==> src/rtl/sync_fifo_reader.sv <==
// Read-side adapter: drains a registered-read FIFO into a first-word-fall-through valid/ready stream.
// Latency: fifo_re_o in cycle N gives m_valid_o in N+2, and 1 word/cycle is sustained while m_ready_i is high.
// Backpressure: a 2-entry buffer, with reads issued only when a slot is free on arrival. `SYNC_FIFO_READER_FLUSH_EN adds flush_i.
module sync_fifo_reader #(
    parameter int DATA_WIDTH = 8
) (
    input  logic                  clk_i,
    input  logic                  rst_ni,
`ifdef SYNC_FIFO_READER_FLUSH_EN
    input  logic                  flush_i,
`endif
    input  logic                  fifo_empty_i,
    output logic                  fifo_re_o,
    input  logic [DATA_WIDTH-1:0] fifo_data_i,
    output logic                  m_valid_o,
    input  logic                  m_ready_i,
    output logic [DATA_WIDTH-1:0] m_data_o,
    output logic [1:0]            occ_o
);

    logic [DATA_WIDTH-1:0] slot_q [2];
    logic                  head_q;
    logic                  tail_q;
    logic                  inflight_q;
    logic [1:0]            occ_q;
    logic                  pop;
    logic                  flush;
    logic                  room;

`ifdef SYNC_FIFO_READER_FLUSH_EN
    assign flush = flush_i;
`else
    assign flush = 1'b0;
`endif

    assign m_valid_o = (occ_q != 2'd0);
    assign m_data_o  = slot_q[head_q];
    assign occ_o     = occ_q;
    assign pop       = m_valid_o && m_ready_i;

    // A word already in flight has a reserved slot, so it counts as occupied.
    assign room      = (occ_q + {1'b0, inflight_q}) < 2'd2;
    assign fifo_re_o = rst_ni && !flush && !fifo_empty_i && (room || pop);

    always_ff @(posedge clk_i) begin
        if (!rst_ni) begin
            slot_q[0]  <= '0;
            slot_q[1]  <= '0;
            head_q     <= 1'b0;
            tail_q     <= 1'b0;
            inflight_q <= 1'b0;
            occ_q      <= 2'd0;
        end else if (flush) begin
            head_q     <= 1'b0;
            tail_q     <= 1'b0;
            inflight_q <= 1'b0;
            occ_q      <= 2'd0;
        end else begin
            inflight_q <= fifo_re_o;
            if (inflight_q) begin
                slot_q[tail_q] <= fifo_data_i;
                tail_q         <= ~tail_q;
            end
            if (pop) begin
                head_q <= ~head_q;
            end
            occ_q <= occ_q + {1'b0, inflight_q} - {1'b0, pop};
        end
    end

endmodule

==> config.mk <==
export PLATFORM = sky130hd
export DESIGN_NAME = sync_fifo_reader
export DESIGN_NICKNAME = d
export VERILOG_FILES = /design/src/rtl/sync_fifo_reader.sv
export SDC_FILE = /design/constraint.sdc
export NUM_CORES = 1
export LEC_CHECK = 0
export CAP_MARGIN = 20
export CORE_AREA = 2 2 49 51
export CTS_CLUSTER_DIAMETER = 150
export DETAILED_ROUTE_END_ITERATION = 7
export DIE_AREA = 0 0 51 53
export PLACE_DENSITY = 0.74
export SYNTH_ARGS = -nofsm -noshare
export SYNTH_HDL_FRONTEND = slang
export SYNTH_SLANG_ARGS = --single-unit
==> constraint.sdc <==
create_clock -name clk_i -period 1.6 [get_ports clk_i]
set_input_delay 0.48 -clock clk_i [delete_from_list [all_inputs] [get_ports clk_i]]
set_output_delay 0.48 -clock clk_i [all_outputs]
set_load 0.03 [all_outputs]
---- Word level (Yosys, flattened, before mapping) ----
Memory sizes are Yosys's and may differ from the RTL's. A register that Yosys moved wholly into a read port is not among the register bits.
Cells that the tools add are included.
operators by class
  add/sub/neg operators ................... 2
  multiply operators ...................... 0
  divide/modulo/power cells ............... 0
  order comparisons ....................... 1
  eq/ne operators ......................... 0
  shift-type cells ........................ 0
  mux-type cells .......................... 9
  bitwise operators ....................... 2
  reduce and logical (&&, ||, !) cells .... 7
operator list
  kind                                               count
  1-bit two-way mux                                  8
  8-bit two-way mux                                  1
  8-bit OR reduction                                 1
  1-bit logical AND                                  3
  2-bit by 1-bit adder with 2-bit output             1
  2-bit less-than comparator, second input constant  1
  1-bit inverter                                     2
  2-bit nonzero test                                 1
  2-bit by 1-bit subtractor with 2-bit output        1
  1-bit logical NOT                                  1
  1-bit logical OR                                   1
word-level totals
  flip-flop bits (word level) ............. 5
  bits in latches ......................... 0
  memory bits (writable) .................. 16
  memory bits (read-only) ................. 0
  input bits .............................. 12
  output and inout bits ................... 12
  memories kept ........................... 1
memories
  memory  words  width  rd ports  clocked after memory_dff  write ports  line  source
  slot_q  2      8      1         1                         2            21    logic [DATA_WIDTH-1:0] slot_q [2];

---- Longest topological paths before layout ----
Gate-level depths: netlist of run 1.
  word-level depth ........................ 5
  gate-level depth with buffers ........... 5
  depth with buffers taken out ............ 5

---- Worst setup path before layout of run 1 ----
Ideal clock, no wire load.
  path type ............................... register -> output
  from .................................... register occ_q[0], in the netlist occ_o[0]
  to ...................................... output fifo_re_o
  arrival ................................. 1.702 ns
  required time ........................... 1.120 ns
  path slack .............................. -0.582 ns
  cell stages (with the launch flop) ...... 4
  cell sequence ........................... dfxtp_1 ha_1 nor3b_2 a311oi_1
on the way
  word-level cells in the longest chain between the ends .. 4
  elaborated cells between the ends (all ways) .. 6
RTL lines
  what                                                                                 line    source
  start: declaration                                                                   25      logic [1:0] occ_q;
  start signal: assignment                                                             67      occ_q <= occ_q + {1'b0, inflight_q} - {1'b0, pop};
  2-bit by 1-bit adder with 2-bit output / 2-bit nonzero test (equally long branches)  42, 36
  2-bit less-than comparator / 1-bit logical AND (equally long branches)               42, 39
  1-bit logical OR (*)                                                                 43      assign fifo_re_o = rst_ni && !flush && !fifo_empty_i && (room || pop);
  1-bit logical AND (*)                                                                43
  end: declaration                                                                     13      output logic fifo_re_o,
Every way passes the cells marked *; elsewhere a longest branch is shown, timed or not.

---- Worst setup path after layout of run 1 ----
Ends and elaborated chain as after synthesis.

==> results of run 1 <==
## worst min path at each step
stage                            to  depth (start not counted)
after detailed placement  flip-flop                          2
after floorplan           flip-flop                          2
after global routing      flip-flop                          2
after CTS                 flip-flop                          2
after global placement    flip-flop                          2
final                     flip-flop                          2
## sequential cells by signal, summed over array words and instances, names as in the netlist, named ones only
register / flops
occ_o: 2
tail_q: 1
inflight_q: 1
slot_q: 16
head_q: 1
## cell usage after synthesis
cell type and count:
o21a_2 1, edfxtp_1 16, nand2b_1 4, a311oi_1 2
buf_2 3, nor2b_1 2, nor3b_2 1, a21boi_1 1
ha_1 2, nor2_1 16, inv_1 2, nand2_1 13
or2_2 1, xnor3_1 1, mux2_1 8, dfxtp_1 6
mux2i_1 2
## cells by family (layout without fill, tap and decap cells)
family / Yosys count / count (layout) / share of synthesized area
xor gates and xnor gates: 1 / 1 / 0.0230
muxes: 10 / 10 / 0.112
buffers and inverters: 5 / 53 / 0.0230
DFF: 22 / 22 / 0.613
and+or+nand+nor: 37 / 37 / 0.169
AOI/OAI and AO/OA: 4 / 4 / 0.0345
adders and majority gates: 2 / 2 / 0.0255
## layout by cell type (no fill, tap or decap), types with 2 or more instances in the layout
master,netlist,layout
buf_4,0,22
buf_6,0,11
clkbuf_4,0,3
clkdlybuf4s50_1,0,8
dfxtp_1,6,4
dfxtp_2,0,2
dlygate4sd2_1,0,3
edfxtp_1,16,16
inv_1,2,2
mux2_4,0,8
mux2i_1,2,2
nand2_1,13,12
nand2b_1,4,3
nor2_1,16,16
nor2b_1,2,2
## report_power, final
part	internal, uW	total [uW]	switching [uW]
sequential	704	745	40.7
combinational	578	1090	508
clock	96.8	256	160
## per-layer routing
metal,up-vias,global-route usage,wire length (microns),share of wire
li1,376,-,-,-
met1,377,0.196,854,0.41
met2,11,0.353,1180,0.56
met3,2,0.0254,52,0.025
met4,0,0.0541,13,0.0062
met5,-,0,0,0
## worst max-delay path: stages, from the launching register on
cell and delay (ns):
dfxtp_2 0.34, buf_6 0.12, ha_4 0.17, nor3b_4 0.23, a311oi_4 0.05, buf_6 0.15
## through the flow
step,utilization,total power (uW),setup slack [ns],setup TNS [ns],hold slack (ns)
2_1_floorplan,-,1290,0.0213,0,0.452
3_3_place_gp,0.637,1670,-0.437,-4.07,0.460
3_5_place_dp,0.637,1700,-0.470,-4.23,0.485
4_1_cts,0.707,2050,-0.307,-1.46,0.493
5_1_grt,0.715,2200,-0.314,-1.82,0.536
6_report,0.715,2090,-0.240,-1.28,0.492
## cell type report
cell class | count | area share
timing repair buffer | 47 | 0.281
multi-input combinational | 54 | 0.282
clock buffer | 4 | 0.0171
tap | 28 | 0.0228
inverter | 2 | 0.00489
sequential | 22 | 0.393
## what timing repair did
action	in CTS	in global routing
resized for setup	81	9
setup endpoints to repair	12	11
pin swaps	1	2
hold buffers	0	0
buffers inserted	10	1
endpoints found under the hold margin	0	0
==> qor.yml, run 1 <==
pwr:
  power_density_nw_per_um2: 1360
  ir_drop_mv: 1.07
  p_leak_uw: 0.000647
timing:
  max_slew.worst_pin.slew_ns: 0.215
  maxSlewHeadroom: 0.856
  fin_crit_sh: 1.15
  max_freq_ghz: 0.543
  fin_skew_ns: 0.00336
  setup_viol: 11
  fin_ws_ns: -0.240
  drv_slew: 0
  finalHoldViolations: 0
  period_minus_slack_ns: 1.84
  rsz0062_at_grt: "true"
die:
  initial_core_util: 0.456
  ios: 24
  die_y_microns: 53
  placementRows: 17
  die_area_sq_um: 2700
  die_w_microns: 51
  core_sq_um: 2150
yosys:
  synth_nets: 95
  syn_avg_cell_area_sq_um: 12.1
  netlist_area_sq_um: 980
  synth_warnings: 0
  ys_types: 17
  synth-seq-area-share: 0.613
  syn_inst: 81
  yosys_register_bits: 22
  ys_top_cells_by_area: "edfxtp_1, dfxtp_1, mux2_1"
  synth_top_area_frac: 0.490
  synth_top_area_cell: "edfxtp_1"
setup_path:
  worstReg2RegStart: "occ_o[0]"
  ff2ff_path_depth: 7
  critPathLaunchType: "flip-flop"
  crit_start: "occ_o[0]"
  reg2reg_to: "occ_o[1]"
  reg2reg_slack_ns: 0.15
  cp_max_fo: 3
  path_class: "flip-flop to output port"
  cp.required_ns: 1.12
  arrival_ns: 1.36
  crit_end: "fifo_re_o"
  end_kind: "output port"
place:
  placedCellCount: 142
  place_hpwl_microns: 1460
  gp_congestion: 0.761
  portBuffers: 23
  placed_area_sq_um: 1370
drt:
  drtPass1Iterations: 3
  drt-wirelength-per-cell_microns: 13.4
  vias: 766
  routed_wl_microns: 2100
  postRouteAntennaNets: 0
  avgViaCountPerCell: 4.88
  initialDrtViolationCount: 8
  drc_errors: 0
clock_tree:
  clock_latency_ns: 0.29
  clock_sinks: 22
  ctsLongestPathBuffers: 2
  cts_tree: "done"
  htree_levels: 1
  path_clk_slew_ns: 0.12
  cts_root_buf: "clkbuf_4"
  cts_buffers: 3
grt:
  grt_overflow_total: 0
  grt_first_pass_wirelength_microns: 3460
  antenna_found_initial: 0
  grtUsageTotal: 0.179
  grt_max_degree: 16
  grt_pass1_vias: 797
layout:
  multiInputGateArea_sq_um: 433
  post-route-cell-area_sq_um: 1540
  n_antenna_cell: 0
  regArea_sq_um: 603
  syn_to_final_growth_pct: 56.8
  drive_gt1_frac: 0.434
  layout.nets: 144
  fillerInstances: 155
  final_cells: 157
hold_path:
  worstHoldStart: "head_q"
  hold_class: "flip-flop to flip-flop"
run_status:
  violations: "negative setup slack"
  status: "complete, but fails checks"
run:
  maxCapViolations: 0
(Power assumes the default switching activity.)
==> run 2, diff against run 1 <==
--- a/config.mk
+++ b/config.mk
@@ -11,6 +11,7 @@
 export DETAILED_ROUTE_END_ITERATION = 7
 export DIE_AREA = 0 0 51 53
 export PLACE_DENSITY = 0.74
+export SETUP_SLACK_MARGIN = 0.02
 export SYNTH_ARGS = -nofsm -noshare
 export SYNTH_HDL_FRONTEND = slang
 export SYNTH_SLANG_ARGS = --single-unit
==> run 2 against run 1 <==
  * Critical path type unchanged
  * The flow still finishes with violations (negative setup slack)
  * Clock skew hardly changed
  * Sequential cell count stayed put
  * Clock power hardly changed
  * Utilization is 0.12 points lower
  * Count of clock-buffer cells in the layout unchanged
  * Highest routed layer unchanged
  * Global-route usage down 0.061 points
==> qor.yml, run 2 (same netlist as run 1, synthesis figures left out) <==
pwr:
  p_total_uw: 2100
  ir_drop_mv: 1.09
  power_density_nw_per_um2: 1370
  swShare: 0.339
  power.net_switching_uw: 711
  comb_power_share: 0.523
  p_int_uw: 1390
  p_clk_frac: 0.122
  p_leak_uw: 0.000644
  seq_power_share: 0.355
layout:
  syn_to_final_growth_pct: 56.6
  largest_register: "slot_q"
  post-route-cell-area_sq_um: 1530
  fin_util: 0.714
  drive_gt1_frac: 0.430
  largest_reg_flops: 16
  fillerInstances: 153
  most-common-layout-cells: "buf_4, nor2_1, edfxtp_1, nand2_1, buf_6"
  layout.nets: 143
  layout_commonest_cell: "buf_4"
  n_antenna_cell: 0
place:
  placed_area_sq_um: 1370
  portBuffers: 23
  gp_congestion: 0.761
  place_hpwl_microns: 1460
setup_path:
  worstReg2RegStart: "occ_o[0]"
  end_kind: "output port"
  path_class: "flip-flop to output port"
  cp_max_fo: 3
  crit_start: "occ_o[0]"
  cp.required_ns: 1.12
  arrival_ns: 1.36
  critPathLaunchType: "flip-flop"
hold_path:
  worstHoldStart: "head_q"
  hold_class: "flip-flop to flip-flop"
timing:
  finalHoldViolations: 0
  tns_ns: -1.22
  max_slew.worst_pin.slew_ns: 0.215
  maxSlewHeadroom: 0.856
  drv_slew: 0
  fin_skew_ns: 0.00340
  fin_ws_ns: -0.241
  rsz0062_at_grt: "true"
  setup_viol: 10
  period_minus_slack_ns: 1.84
  fin_crit_sh: 1.15
  max_freq_ghz: 0.543
grt:
  grt_max_degree: 16
  grt_pass1_vias: 797
  antenna_found_initial: 0
  grt_overflow_total: 0
  grtUsageTotal: 0.178
  grt_first_pass_wirelength_microns: 3440
drt:
  postRouteAntennaNets: 0
  routed_wl_microns: 2110
  drc_errors: 0
  drt-wirelength-per-cell_microns: 13.5
  avgViaCountPerCell: 4.88
  initialDrtViolationCount: 8
  drtPass1Iterations: 3
  vias: 761
die:
  initial_core_util: 0.456
  core_sq_um: 2150
  die_w_microns: 51
  die_y_microns: 53
  ios: 24
  die_area_sq_um: 2700
  placementRows: 17
run_status:
  status: "complete, but fails checks"
  violations: "negative setup slack"
clock_tree:
  clock_latency_ns: 0.29
  cts_root_buf: "clkbuf_4"
  cts_tree: "done"
  clock_sinks: 22
  path_clk_slew_ns: 0.12
  htree_levels: 1
  cts_buffers: 3
  ctsLongestPathBuffers: 2
run:
  maxCapViolations: 0
[run 2: cell count changes in the layout (fill, tap and decap cells not counted)]
cell | previous run | this run
buf_2 | 1 | 0
buf_4 | 22 | 21
buf_6 | 11 | 12
clkdlybuf4s15_2 | 1 | 0
clkdlybuf4s18_2 | 0 | 1
[run 2: final cells by class]
class,count,area (sq um),share of cell area
sequential,22,603,0.393
inverter,2,7.51,0.00489
clock buffer,4,26.3,0.0171
timing repair buffer,46,429,0.280
tap,28,35.0,0.0228
multi-input combinational,54,433,0.282
[run 2: path summary, 6_finish.rpt]
check | to | slack [ns] | cells past startpoint
worst max register to register | occ_o[1] | 0.10 | 6
worst max-delay path | fifo_re_o | -0.24 | 5
worst min-delay path | flip-flop | 0.49 | 2
worst min register to register | flip-flop | 0.49 | 2
[run 2: per-layer routing]
metal | routed length, microns | track usage
met1 | 861 | 0.194
met2 | 1180 | 0.353
met3 | 52 | 0.0254
met4 | 13 | 0.0541
met5 | 0 | 0
[run 2: worst max-delay path, cell delays in order (launching register included)]
cell      delay [ns]
dfxtp_2         0.34
buf_6           0.12
ha_4            0.17
nor3b_4         0.23
a311oi_4        0.05
buf_6           0.15
[run 2: timing repair]
item	CTS	global route
endpoints found under the setup margin	12	13
pin swaps	1	1
hold buffers	0	0
gates resized for setup	83	10
setup buffers	10	1
[run 2: through the flow]
stage,instances,hold WS [ns],setup WS (ns)
after floorplan,81,0.452,0.0213
after global placement,142,0.460,-0.437
after global routing,156,0.536,-0.314
final,156,0.492,-0.241
after detailed placement,142,0.485,-0.470
after CTS,156,0.493,-0.307
[run 2: power groups by stage]
stage | Sequential (uW) | Combinational [uW] | Clock (uW)
after floorplan | 804 | 481 | 0
after global placement | 745 | 923 | 0
after detailed placement | 753 | 942 | 0
after CTS | 746 | 1070 | 262
after global routing | 756 | 1160 | 289
final | 745 | 1100 | 256
